File: config.mk
export PLATFORM = sky130hd
export DESIGN_NAME = dev_bridge
export DESIGN_NICKNAME = d
export VERILOG_FILES = /design/src/rtl/dev_bus_pkg.sv /design/src/rtl/dev_addr_decode.sv /design/src/rtl/dev_bridge.sv
export SDC_FILE = /design/constraint.sdc
export NUM_CORES = 1
export LEC_CHECK = 0
export ABC_AREA = 1
export CAP_MARGIN = 20
export CORE_ASPECT_RATIO = 1.4
export CORE_UTILIZATION = 37
export DETAILED_ROUTE_END_ITERATION = 6
export DONT_BUFFER_PORTS = 1
export GPL_TIMING_DRIVEN = 0
export PLACE_DENSITY = 0.55
export SETUP_SLACK_MARGIN = 0.2
export SYNTH_ARGS = -nofsm -noshare
export SYNTH_HDL_FRONTEND = slang
export SYNTH_SLANG_ARGS = --single-unit
File: constraint.sdc
create_clock -name clk -period 1.7 [get_ports clk]
set_clock_uncertainty 0.1 [all_clocks]
set_input_delay 0.085 -clock clk [delete_from_list [all_inputs] [get_ports clk]]
set_output_delay 0.085 -clock clk [all_outputs]
set_load 0.03 [all_outputs]
File: src/rtl/dev_bus_pkg.sv
// rtl/dev_bus_pkg.sv - shared types and constants for the CPU-to-device bridge
// Contents: FSM state encoding, default device windows, ERRCNT register
// offset, device-select encoding and the one-hot to select conversion.
package dev_bus_pkg;

    typedef enum logic [1:0] {
        ST_IDLE,
        ST_ACCESS,
        ST_WAIT,
        ST_RESP
    } state_e;

    localparam logic [31:0] DEV0_BASE_DEF = 32'h0000_7F00;
    localparam logic [31:0] DEV1_BASE_DEF = 32'h0000_7F10;
    localparam logic [31:0] DEV2_BASE_DEF = 32'h0000_7F20;
    localparam int          DEV_SPAN_DEF  = 12;

    // ERRCNT register sits this far above the DEV2 window base.
    localparam logic [31:0] ERRCNT_OFFSET = 32'h0000_0010;

    typedef enum logic [2:0] {
        SEL_NONE,
        SEL_D0,
        SEL_D1,
        SEL_D2,
        SEL_ERRCNT
    } dev_sel_e;

    // hit bit order: [0]=DEV0, [1]=DEV1, [2]=DEV2, [3]=ERRCNT register
    function automatic dev_sel_e sel_from_hit(input logic [3:0] hit);
        dev_sel_e sel;
        sel = SEL_NONE;
        if (hit[0])      sel = SEL_D0;
        else if (hit[1]) sel = SEL_D1;
        else if (hit[2]) sel = SEL_D2;
        else if (hit[3]) sel = SEL_ERRCNT;
        return sel;
    endfunction

endpackage

File: src/rtl/dev_addr_decode.sv
// rtl/dev_addr_decode.sv - combinational byte address to one-hot device select
// Ports: addr (32-bit byte address) in; hit[3:0] one-hot out,
// [0]=DEV0, [1]=DEV1, [2]=DEV2, [3]=ERRCNT register (only when ERRCNT_EN).
module dev_addr_decode
    import dev_bus_pkg::*;
#(
    parameter logic [31:0] DEV0_BASE = DEV0_BASE_DEF,
    parameter logic [31:0] DEV1_BASE = DEV1_BASE_DEF,
    parameter logic [31:0] DEV2_BASE = DEV2_BASE_DEF,
    parameter int          DEV_SPAN  = DEV_SPAN_DEF,
    parameter bit          ERRCNT_EN = 1'b0
) (
    input  logic [31:0] addr,
    output logic [3:0]  hit
);

    localparam logic [31:0] SPAN_LAST = 32'(DEV_SPAN) - 32'd1;

    // Windows are inclusive on both ends: BASE .. BASE+DEV_SPAN-1.
    always_comb begin
        hit    = 4'b0000;
        hit[0] = (addr >= DEV0_BASE) && (addr <= DEV0_BASE + SPAN_LAST);
        hit[1] = (addr >= DEV1_BASE) && (addr <= DEV1_BASE + SPAN_LAST);
        hit[2] = (addr >= DEV2_BASE) && (addr <= DEV2_BASE + SPAN_LAST);
        hit[3] = ERRCNT_EN && (addr == DEV2_BASE + ERRCNT_OFFSET);
    end

endmodule

File: src/rtl/dev_bridge.sv
// rtl/dev_bridge.sv - CPU load/store to peripheral device bus bridge
// Ports: clk, reset (sync, active-high); CPU side cpu_req/cpu_we/cpu_addr/
// cpu_wd in, cpu_rd/cpu_ack/cpu_err out; device side DEV_Addr/DEV_WD/DEVn_WE
// out, DEVn_RD in; intrp0..2 in, HWInt[5:0] registered out.
// Optional macro BRIDGE_ERRCNT_EN adds the unmapped-access counter at DEV2_BASE+16.
module dev_bridge
    import dev_bus_pkg::*;
#(
    parameter logic [31:0] DEV0_BASE   = DEV0_BASE_DEF,
    parameter logic [31:0] DEV1_BASE   = DEV1_BASE_DEF,
    parameter logic [31:0] DEV2_BASE   = DEV2_BASE_DEF,
    parameter int          DEV_SPAN    = DEV_SPAN_DEF,
    parameter int          WAIT_CYCLES = 0
) (
    input  logic        clk,
    input  logic        reset,
    input  logic        cpu_req,
    input  logic        cpu_we,
    input  logic [31:0] cpu_addr,
    input  logic [31:0] cpu_wd,
    output logic [31:0] cpu_rd,
    output logic        cpu_ack,
    output logic        cpu_err,
    output logic [31:0] DEV_Addr,
    output logic [31:0] DEV_WD,
    output logic        DEV0_WE,
    output logic        DEV1_WE,
    output logic        DEV2_WE,
    input  logic [31:0] DEV0_RD,
    input  logic [31:0] DEV1_RD,
    input  logic [31:0] DEV2_RD,
    input  logic        intrp0,
    input  logic        intrp1,
    input  logic        intrp2,
    output logic [5:0]  HWInt
);

`ifdef BRIDGE_ERRCNT_EN
    localparam bit ERRCNT_EN = 1'b1;
`else
    localparam bit ERRCNT_EN = 1'b0;
`endif

    localparam logic [3:0] WAIT_LOAD = (WAIT_CYCLES > 0) ? 4'(WAIT_CYCLES - 1) : 4'd0;

    state_e      state_q, state_d;
    logic [31:0] addr_q, wd_q, rd_q, rd_mux;
    logic        we_q;
    dev_sel_e    sel_q;
    logic [3:0]  wait_q;
    logic [5:0]  hwint_q;
    logic [3:0]  hit;
    logic [7:0]  err_cnt;

    dev_addr_decode #(
        .DEV0_BASE (DEV0_BASE),
        .DEV1_BASE (DEV1_BASE),
        .DEV2_BASE (DEV2_BASE),
        .DEV_SPAN  (DEV_SPAN),
        .ERRCNT_EN (ERRCNT_EN)
    ) u_decode (
        .addr (cpu_addr),
        .hit  (hit)
    );

    // Data presented in RESP; stores and unmapped accesses return zero.
    always_comb begin
        rd_mux = 32'h0;
        if (!we_q) begin
            case (sel_q)
                SEL_D0:     rd_mux = DEV0_RD;
                SEL_D1:     rd_mux = DEV1_RD;
                SEL_D2:     rd_mux = DEV2_RD;
                SEL_ERRCNT: rd_mux = {24'h0, err_cnt};
                default:    rd_mux = 32'h0;
            endcase
        end
    end

    always_comb begin
        state_d = state_q;
        case (state_q)
            ST_IDLE:   if (cpu_req) state_d = ST_ACCESS;
            ST_ACCESS: state_d = (WAIT_CYCLES > 0) ? ST_WAIT : ST_RESP;
            ST_WAIT:   if (wait_q == 4'd0) state_d = ST_RESP;
            ST_RESP:   state_d = ST_IDLE;
            default:   state_d = ST_IDLE;
        endcase
    end

    // Strobe and response outputs are gated by reset so an aborted access
    // never shows a strobe or ack in the cycle reset is asserted.
    always_comb begin
        DEV0_WE = 1'b0;
        DEV1_WE = 1'b0;
        DEV2_WE = 1'b0;
        cpu_ack = 1'b0;
        cpu_err = 1'b0;
        cpu_rd  = 32'h0;
        if (!reset) begin
            if (state_q == ST_ACCESS && we_q) begin
                DEV0_WE = (sel_q == SEL_D0);
                DEV1_WE = (sel_q == SEL_D1);
                DEV2_WE = (sel_q == SEL_D2);
            end
            if (state_q == ST_RESP) begin
                cpu_ack = 1'b1;
                cpu_err = (sel_q == SEL_NONE);
                cpu_rd  = rd_q;
            end
        end
    end

    always_ff @(posedge clk) begin
        if (reset) begin
            state_q <= ST_IDLE;
            addr_q  <= 32'h0;
            wd_q    <= 32'h0;
            we_q    <= 1'b0;
            sel_q   <= SEL_NONE;
            wait_q  <= 4'd0;
            rd_q    <= 32'h0;
            hwint_q <= 6'b0;
        end else begin
            state_q <= state_d;
            hwint_q <= {3'b000, intrp2, intrp1, intrp0};
            if (state_q == ST_IDLE && cpu_req) begin
                addr_q <= cpu_addr;
                wd_q   <= cpu_wd;
                we_q   <= cpu_we;
                sel_q  <= sel_from_hit(hit);
            end
            if (state_q == ST_ACCESS) begin
                wait_q <= WAIT_LOAD;
            end else if (state_q == ST_WAIT && wait_q != 4'd0) begin
                wait_q <= wait_q - 4'd1;
            end
            // Capture read data at the end of the cycle before RESP.
            if (state_d == ST_RESP) begin
                rd_q <= rd_mux;
            end
        end
    end

`ifdef BRIDGE_ERRCNT_EN
    always_ff @(posedge clk) begin
        if (reset) begin
            err_cnt <= 8'h00;
        end else if (state_q == ST_RESP) begin
            if (sel_q == SEL_NONE && err_cnt != 8'hFF) begin
                err_cnt <= err_cnt + 8'd1;
            end else if (sel_q == SEL_ERRCNT && we_q) begin
                err_cnt <= 8'h00;
            end
        end
    end
`else
    assign err_cnt = 8'h00;
`endif

    assign DEV_Addr = addr_q;
    assign DEV_WD   = wd_q;
    assign HWInt    = hwint_q;

endmodule

==> results.txt <==
Chip Width - 102 um
Routed WL per cell - 16.6 um
Register bit total from synthesis - 108
Post-route minimum period - 1.67 ns
Via count - 5807
Final Net Count - 1154
Number of synthesis warnings - 0
Pre-antenna DRT Iters - 4
Worst min path class - primary input to flip-flop
Reg2Reg Depth - 6
Pin count of the biggest net entering global routing - 19
Setup_tns - 0 ns
DRT antenna net count - 0
Final hold vios - 0
Fmax - 599 MHz
Synth-to-Final Area Change - 59.0%
Slew margin rel. - 64.1%
Die area - 14600 um2
Drt drc - 0
Dpl cell area - 5440 um2
Cell count after synthesis - 787
CTS Sinks - 108
Mapped Area - 5210 um2
Global-route wire length before repair - 28.8 mm
Num CTS Buffers - 9
CTS tree - built
Worst VDD drop - 777 uV
# H-tree levels - 3
Critical Path Max Stage Delay - 0.38 ns
Worst R2R Start - state_q[0]$_SDFF_PP0_
Mapped Avg Cell Area - 6.62 um2
Area occupied by multi-input gates - 3020 um2
RSZ-0062 raised after global routing - true
Ratio of final minimum period to clock period - 98.2%
Worst-path cell chain - ha_4 > nand2_8 > buf_6 > buf_12 > nor2_4
Crit path buf inv count - 2
Floorplan row count - 50
Crit path max-delay family - flip-flops
Final wirelength - 19.4 mm
Worst-margin pin slew - 0.538 ns
Max cap viols - 0
Storage cell area - 2170 um2
Worst reg2reg endpoint - rd_q[1]$_SDFFE_PP0N_
Critical Path End Type - output port
Clock transition at the registers of the reported paths - 0.07 ns
Min-Delay Path Depth - 4
Arrival time at the worst endpoint - 1.48 ns
Gr ovfl total - 0
Root buf cell - clkbuf_16
Clk buf depth - 2
Vias in the first global route - 6088
PortBufs - 0
Pwr/cell area - 1530 nW/um2
Worst Hold Launch - reset
Hold path endpoint - wait_q[2]$_SDFFE_PP0P_
Finish-stage setup viols - 0
Slowest-stage cell, CP - dfxtp_4
Hpwl dp - 12.3 mm
ANT cells - 0
Initial Utilization - 38.4%
Number of fill cells - 1162
Clock insertion delay at the later pin of the skew report - 0.34 ns
CP required - 1.51 ns
WS Path Type - flip-flop to output port
Sequential area share after synthesis - 41.5%
Die height - 142 um
Layout cells sized above 1 - 19.4%
Commonest non-fill, non-tap cell in the layout - nand2_1
Commonest non-fill, non-tap cells in the layout - nand2_1 (181), dlygate4sd3_1 (166), nor2_1 (155)
Leakage - 3.51 nW
Design area - 8280 um2
Critical Path Fanout Max - 6
Total Routing Usage GR - 25.7%
First DRT Iteration DRCs - 168
Status - complete, no violations
IO Pins - 274
Nature of the critical path startpoint - flip-flop
Worst R2R Setup Slack - 0.05 ns
RD Place Congestion - 0.776
Distinct cells, synth - 31
CORE AREA - 13600 um2
Initial antenna violation count - 0
Via/cell ratio - 4.98
Max-slew violation count - 0
## synth_stat cells
cell type  instances  area, um2
nor2_1           194        728
nand2_1          191        717
dfxtp_1          108       2160
o21ai_0           66        330
inv_1             59        221
a21oi_1           45        225
nand3_1           29        145
clkbuf_1          17       63.8
buf_2             13       65.1
buf_6              9        101
nand3_2            9       90.1
buf_4              8       60.1
ha_1               6       75.1
inv_2              5       18.8
a21oi_2            4       35.0
nor3_1             4       20.0
nand2_2            3       18.8
clkinv_1           2       7.51
nand4_1            2       12.5
nor2_4             2       22.5
a211oi_1           1       7.51
and2_2             1       7.51
buf_1              1       3.75
clkbuf_8           1       13.8
conb_1             1       3.75
nand3_4            1       17.5
nand3b_1           1       7.51
nor2_2             1       6.26
nor3b_1            1       7.51
o21ai_1            1       5.00
or2_2              1       6.26
## flip-flops by register name, indices dropped and copies added, names as in the netlist
signal	count
rd_q	32
HWInt	3
we_q	1
DEV_WD	32
DEV_Addr	32
sel_q	2
wait_q	4
state_q	2
## worst max path at each step
stage	end	from	cells after the start
floorplan	DEV0_WE	state_q[1]$_SDFF_PP0_	4
global placement	DEV0_WE	reset	5
detailed placement	DEV_Addr[10]$_SDFFE_PP0P_	state_q[0]$_SDFF_PP0_	7
CTS	DEV0_WE	state_q[0]$_SDFF_PP0_	4
global route	rd_q[31]$_SDFFE_PP0N_	wait_q[0]$_SDFFE_PP0P_	11
finish	cpu_rd[28]	state_q[0]$_SDFF_PP0_	5
## what timing repair did
item | CTS | global route
pin swaps | 10 | 20
endpoints found under the hold margin | 102 | 0
setup buffers | 7 | 0
hold buffers | 166 | 0
gates resized for setup | 154 | 81
cloned | 5 | 3
setup endpoints to repair | 138 | 133
## report_power, final
group | internal, mW | switching (mW)
registers | 3.26 | 1.39
clock network | 1.15 | 0.975
logic | 2.54 | 3.37
## routing by layer
metal	global-route usage, %	vias up	routed length (um)
li1	-	2834	-
met1	22.9	2663	6730
met2	49.2	269	10400
met3	8.94	41	1740
met4	13.2	0	548
met5	0	-	0
## worst min-delay path: stages
cell     delay (ns)
buf_2          0.16
nor2_1         0.08
nand2_1        0.05
nor2_1         0.03
## layout make-up
class	count	share of cell area [%]
Buffer	49	5.46
Clock buffer	9	2.72
Clock inverter	6	0.892
Inverter	66	3.08
Multi-Input combinational cell	568	36.5
Sequential cell	108	26.3
Tap cell	182	2.75
Timing Repair Buffer	179	22.3
## metrics by stage
step                      hold WS (ns)  power, mW  std cells  setup WS (ns)  utilization (%)
after detailed placement        0.0949       8.49        971         -0.225             40.1
final                          0.00979       12.7       1167         0.0310             61.0
after global placement          0.0928       8.37        971         -0.188             40.1
after floorplan                 0.0920       7.54        789          0.173                -
after global routing            0.0136       13.5       1167        -0.0259             61.0
after CTS                      0.00288       11.9       1164         0.0237             59.3
## logic make-up (layout without fill, tap and decap cells)
logic type / Yosys count / in the layout / synth area share [%]
and+or+nand+nor: 440 / 442 / 34.7
AOI/OAI and AO/OA: 117 / 117 / 11.6
buffers and inverters: 115 / 309 / 10.7
DFF: 108 / 108 / 41.5
adders and majority gates: 6 / 6 / 1.44
other: 1 / 3 / 0.0720
Note: power is estimated with default switching activity, not from simulation.
